## src/rtl/mpss_uart_arb_pkg.sv

```systemverilog
// rtl/mpss_uart_arb_pkg.sv - shared types, constants and helpers for the mpss UART arbiter
package mpss_uart_arb_pkg;

    typedef enum logic [1:0] {
        IDLE = 2'd0,
        TAG  = 2'd1,
        DATA = 2'd2
    } arb_state_e;

    localparam logic [7:0] DEF_TAG_BASE = 8'h30;

    // Index width for n requesters; a single requester still needs one bit.
    function automatic int unsigned idx_w(input int unsigned n);
        return (n <= 1) ? 1 : $clog2(n);
    endfunction

endpackage

```

## src/rtl/mpss_rr_pick.sv

```systemverilog
// rtl/mpss_rr_pick.sv - combinational round-robin picker, search starts just after the last grant
module mpss_rr_pick
    import mpss_uart_arb_pkg::*;
#(
    parameter int unsigned N  = 4,
    parameter int unsigned IW = idx_w(N)
) (
    input  logic [N-1:0]  req,
    input  logic [IW-1:0] last,
    output logic [IW-1:0] winner,
    output logic          hit
);

    int unsigned   jw;
    logic [IW-1:0] j;

    // Walk from the farthest candidate back to the nearest so the nearest hit wins.
    always_comb begin
        winner = last;
        hit    = 1'b0;
        jw     = 0;
        j      = '0;
        for (int unsigned i = N; i >= 1; i--) begin
            jw = (32'(last) + i) % N;
            j  = jw[IW-1:0];
            if (req[j]) begin
                winner = j;
                hit    = 1'b1;
            end
        end
    end

endmodule

```

## src/rtl/mpss_uart_arb.sv

```systemverilog
// rtl/mpss_uart_arb.sv - round-robin packet-locked arbiter sharing one UART TX among requesters
module mpss_uart_arb
    import mpss_uart_arb_pkg::*;
#(
    parameter int unsigned        NUM_REQ   = 4,
    parameter int unsigned        DATA_W    = 8,
    parameter int unsigned        MAX_BURST = 16,
    parameter int unsigned        TAG_EN    = 1,
    parameter logic [DATA_W-1:0]  TAG_BASE  = DATA_W'(DEF_TAG_BASE),
    localparam int unsigned       IW        = idx_w(NUM_REQ)
) (
    input  logic                        clk_i,
    input  logic                        arst_ni,
    input  logic [NUM_REQ-1:0]          req_valid_i,
    input  logic [NUM_REQ*DATA_W-1:0]   req_data_i,
    input  logic [NUM_REQ-1:0]          req_last_i,
    output logic [NUM_REQ-1:0]          req_ready_o,
    output logic                        tx_valid_o,
    output logic [DATA_W-1:0]           tx_data_o,
    input  logic                        tx_ready_i,
    output logic [IW-1:0]               owner_o,
    output logic                        busy_o
);

    localparam logic [7:0] CNT_LAST = 8'(MAX_BURST - 1);

    arb_state_e        state_q, state_d;
    logic [IW-1:0]     owner_q, owner_d;
    logic              busy_q, busy_d;
    logic [7:0]        cnt_q, cnt_d;
    logic              tx_valid_q, tx_valid_d;
    logic [DATA_W-1:0] tx_data_q, tx_data_d;

    logic              load_ok;
    logic              acc;
    logic              own_valid;
    logic              own_last;
    logic [DATA_W-1:0] own_data;
    logic [IW-1:0]     winner;
    logic              win_hit;

    assign load_ok = !tx_valid_q || tx_ready_i;
    assign acc     = (state_q == DATA) && load_ok && own_valid;

    mpss_rr_pick #(.N(NUM_REQ), .IW(IW)) u_pick (
        .req    (req_valid_i),
        .last   (owner_q),
        .winner (winner),
        .hit    (win_hit)
    );

    // Owner-side mux; req_ready_o can only ever be set on the owner's bit.
    always_comb begin
        own_valid   = 1'b0;
        own_last    = 1'b0;
        own_data    = '0;
        req_ready_o = '0;
        for (int unsigned k = 0; k < NUM_REQ; k++) begin
            if (owner_q == IW'(k)) begin
                own_valid      = req_valid_i[k];
                own_last       = req_last_i[k];
                own_data       = req_data_i[k*DATA_W +: DATA_W];
                req_ready_o[k] = (state_q == DATA) && load_ok;
            end
        end
    end

    always_comb begin
        state_d    = state_q;
        owner_d    = owner_q;
        busy_d     = busy_q;
        cnt_d      = cnt_q;
        tx_valid_d = tx_valid_q;
        tx_data_d  = tx_data_q;
        if (load_ok) begin
            tx_valid_d = 1'b0;
        end
        unique case (state_q)
            IDLE: begin
                if (win_hit) begin
                    owner_d = winner;
                    busy_d  = 1'b1;
                    cnt_d   = '0;
                    state_d = (TAG_EN != 0) ? TAG : DATA;
                end
            end
            TAG: begin
                if (load_ok) begin
                    tx_valid_d = 1'b1;
                    tx_data_d  = TAG_BASE + DATA_W'(owner_q);
                    state_d    = DATA;
                end
            end
            DATA: begin
                // A stalled owner keeps the grant so packets never interleave.
                if (acc) begin
                    tx_valid_d = 1'b1;
                    tx_data_d  = own_data;
                    cnt_d      = cnt_q + 8'd1;
                    if (own_last || cnt_q == CNT_LAST) begin
                        state_d = IDLE;
                        busy_d  = 1'b0;
                    end
                end
            end
            default: state_d = IDLE;
        endcase
    end

    always_ff @(posedge clk_i or negedge arst_ni) begin
        if (!arst_ni) begin
            state_q    <= IDLE;
            owner_q    <= IW'(NUM_REQ - 1);
            busy_q     <= 1'b0;
            cnt_q      <= '0;
            tx_valid_q <= 1'b0;
            tx_data_q  <= '0;
        end else begin
            state_q    <= state_d;
            owner_q    <= owner_d;
            busy_q     <= busy_d;
            cnt_q      <= cnt_d;
            tx_valid_q <= tx_valid_d;
            tx_data_q  <= tx_data_d;
        end
    end

    assign tx_valid_o = tx_valid_q;
    assign tx_data_o  = tx_data_q;
    assign owner_o    = owner_q;
    assign busy_o     = busy_q;

endmodule

```

## config.mk

```make
export PLATFORM = sky130hd
export DESIGN_NAME = mpss_uart_arb
export DESIGN_NICKNAME = d
export VERILOG_FILES = /design/src/rtl/mpss_uart_arb_pkg.sv /design/src/rtl/mpss_rr_pick.sv /design/src/rtl/mpss_uart_arb.sv
export SDC_FILE = /design/constraint.sdc
export NUM_CORES = 1
export LEC_CHECK = 0
export CORE_ASPECT_RATIO = 0.5
export CORE_UTILIZATION = 25
export CTS_BUF_LIST = sky130_fd_sc_hd__clkbuf_8
export CTS_CLUSTER_SIZE = 24
export DETAILED_ROUTE_END_ITERATION = 16
export PLACE_DENSITY = 0.49
export SYNTH_ARGS = -nofsm -noshare
export SYNTH_HDL_FRONTEND = slang
export SYNTH_SLANG_ARGS = --single-unit
```

## constraint.sdc

```tcl
create_clock -name clk_i -period 3.7 [get_ports clk_i]
set_input_delay 0.74 -clock clk_i [delete_from_list [all_inputs] [get_ports clk_i]]
set_output_delay 0.74 -clock clk_i [all_outputs]
set_load 0.05 [all_outputs]
```

==> impl_metrics.ini <==
[placement]
dp_hpwl_um = 4020
pre_cts_slack_ps = 551
gp_congestion = 0.775
portBuffers = 58

[worst_hold_path]
hold_path_class = reg2reg
worstHoldStart = tx_data_o[5]$_DFFE_PN0P_

[synth]
yosysWarnings = 0
ys_seq_elements = 22
ys.flop_type = dfrtp_1
ys_types = 48
synth_top_area_cell = dfrtp_1
synth.most_common_cell = nand2_1
synthTopCellsByCount = 26 x nand2_1, 23 x a21oi_1, 20 x dfrtp_1, 13 x o21ai_0, 10 x inv_1
netlist.area_leader.share = 0.285
syn_inst = 201
syn-num-nets = 253
synth_edf_count = 0
netlist_area_um2 = 1750
synth_area_leaders = dfrtp_1 29%, a21oi_1 6.6%, ha_1 6.4%, nand2_1 5.6%, a22o_1 4.0%
synth_seq_area_share = 0.315
async_flop_share = 1.00
synth.avg_cell_area_um2 = 8.73

[power]
switchingPower_uw = 935
p_int_uw = 933
ir_worst_vdd_v = 0.000276
power.leakage_uw = 0.00103
swShare = 0.501
p_comb_frac = 0.697
power.share.sequential = 0.208
cellPowerDensity_nw_per_um2 = 749
clockPowerShare = 0.096

[setup_path]
crit_start = tx_ready_i
crit_path_end_kind = output port
cp-start-kind = input port
crit_path_top_delay_cell = clkdlybuf4s50_1
cpMostUsedCell = clkdlybuf4s50_1
worstPathRequired_ps = 2960
cp_max_fo = 5
critPathMaxStageDelay_ps = 800
worst_ep_arrival_time_ps = 2390
path_class = in2out
path_cells = clkdlybuf4s50_1, nand2b_1, and3_1, clkdlybuf4s50_1
r2r-start = owner_o[0]$_DFFE_PN1P_

[floorplan]
fp.dieH_um = 61.2
io_pins = 59
die_area_um2 = 7380
row_count = 21
initial_core_util = 0.261
coreArea_um2 = 6730
die_x_um = 120

[timing]
slew_headroom = 0.317
grt_setup_unrepaired = false
setup-violations-final = 0
tightest_slew_ps = 1020
layout_setup_ws_ps = 569
fin_setup_tns_ps = 0
max_freq_mhz = 319
fin_skew_ps = 3.76
finalHoldViolCount = 0
min_period_ps = 3130
period_share = 0.846
final_max_slew_viol_count = 0

[drt]
wl_met1_um = 2560
wl_um = 5020
routed_via_density = 4.82
num_vias = 1687
post_drt_wl_per_cell_um = 14.3
ant_nets = 0
top_layer = met4
dr_wl_met2_um = 2340
first_pass_iters = 4
route.detailed.drc = 0
drt-initial-drc-count = 78
dr_wl_met3_um = 77

[finish]
drive_above_1_share = 0.116
final_util = 0.371
num_antenna_cells = 0
syn_to_final_growth_pct = 42.2
nets = 311

[grt]
grt_pass1_vias = 1471
grt_pass1_wl_um = 7820
grt_max_degree = 22
track_usage = 0.137
antenna_found_initial = 0
gr-total-overflow = 0

[clock_network]
clkSinkCount = 22
clkTransAtPathRegs_ps = 80
post_cts.repair.setup_buffers = 0
clock_path_buffers = 2
root_buffer = clkbuf_8
cts-hold-fix-buffers = 0
numCtsBuffers = 3
cts-resized-gates = 0
cts_max_level = 1
clk_latency_ps = 260
cts_tree = done

[flow_run]
cap_violations = 0

[outcome]
status = complete, no violations
-- registers in the layout, indices dropped and copies added (netlist names) --
name / flops
state_q: 2
busy_o: 1
tx_valid_o: 1
tx_data_o: 8
cnt_q: 8
owner_o: 2
-- power by group through the flow --
stage	logic [uW]	registers [uW]	clock network, uW
after CTS	1300	391	182
after global placement	1290	391	0
after floorplan	763	559	0
final	1300	388	179
after global routing	1430	406	192
after detailed placement	1300	395	0
-- layout make-up --
cell class	count	area, um^2
sequential	22	553
tap	92	115
timing repair buffer	64	626
fill	700	4230
multi-input combinational	158	1110
clock buffer	4	55.1
inverter	10	37.5
-- layout by cell type, fill, tap and decap left out, drive strengths merged, types with 5 or more instances in the layout --
cell type / count
nand2: 27
o21ai: 16
a22o: 8
dfrtp: 20
a21oi: 24
nor2: 5
and3: 8
mux2: 6
clkdlybuf4s50: 58
buf: 6
inv: 10
ha: 9
-- kinds of logic (layout without fill, tap and decap cells) --
group	Yosys count	after routing	synth area share
fa+ha+maj	9	9	0.0642
compound gates	68	68	0.262
xor+xnor	4	4	0.0200
simple gates	68	68	0.210
flops	22	22	0.315
mux	9	9	0.0742
buf+inv	21	78	0.0535
-- per-layer routing --
layer | up-vias | GRT usage
met4 | 0 | 0.0247
met1 | 813 | 0.194
li1 | 853 | -
met3 | 4 | 0.0213
met2 | 17 | 0.227
met5 | - | 0
-- final timing paths --
check / endpoint / cells past startpoint / slack, ps
max: req_ready_o[2] / 4 / 570
min: tx_data_o[5]$_DFFE_PN0P_ / 1 / 510
max reg2reg: state_q[0]$_DFFE_PN0P_ / 7 / 1160
min reg2reg: tx_data_o[5]$_DFFE_PN0P_ / 1 / 510
max in group asynchronous: owner_o[0]$_DFFE_PN1P_ / 2 / 1960
min in group asynchronous: tx_data_o[2]$_DFFE_PN0P_ / 1 / 1020
-- critical path: cells and delay by family --
| family | cells | cell delay [ps] |
|---|---|---|
| buffers and inverters | 2 | 1270 |
| and+or+nand+nor | 2 | 380 |
-- metrics by stage --
| stage | hold WS (ps) | power, uW | area, um^2 | std cells |
|---|---|---|---|---|
| 6_report | 510 | 1870 | 2490 | 350 |
| 5_1_grt | 551 | 2030 | 2490 | 350 |
| 4_1_cts | 513 | 1880 | 2490 | 350 |
| 3_5_place_dp | 494 | 1700 | 2440 | 346 |
| 3_3_place_gp | 491 | 1680 | 2440 | 346 |
| 2_1_floorplan | 444 | 1320 | 1750 | 201 |
Note: power is estimated with default switching activity, not from simulation.
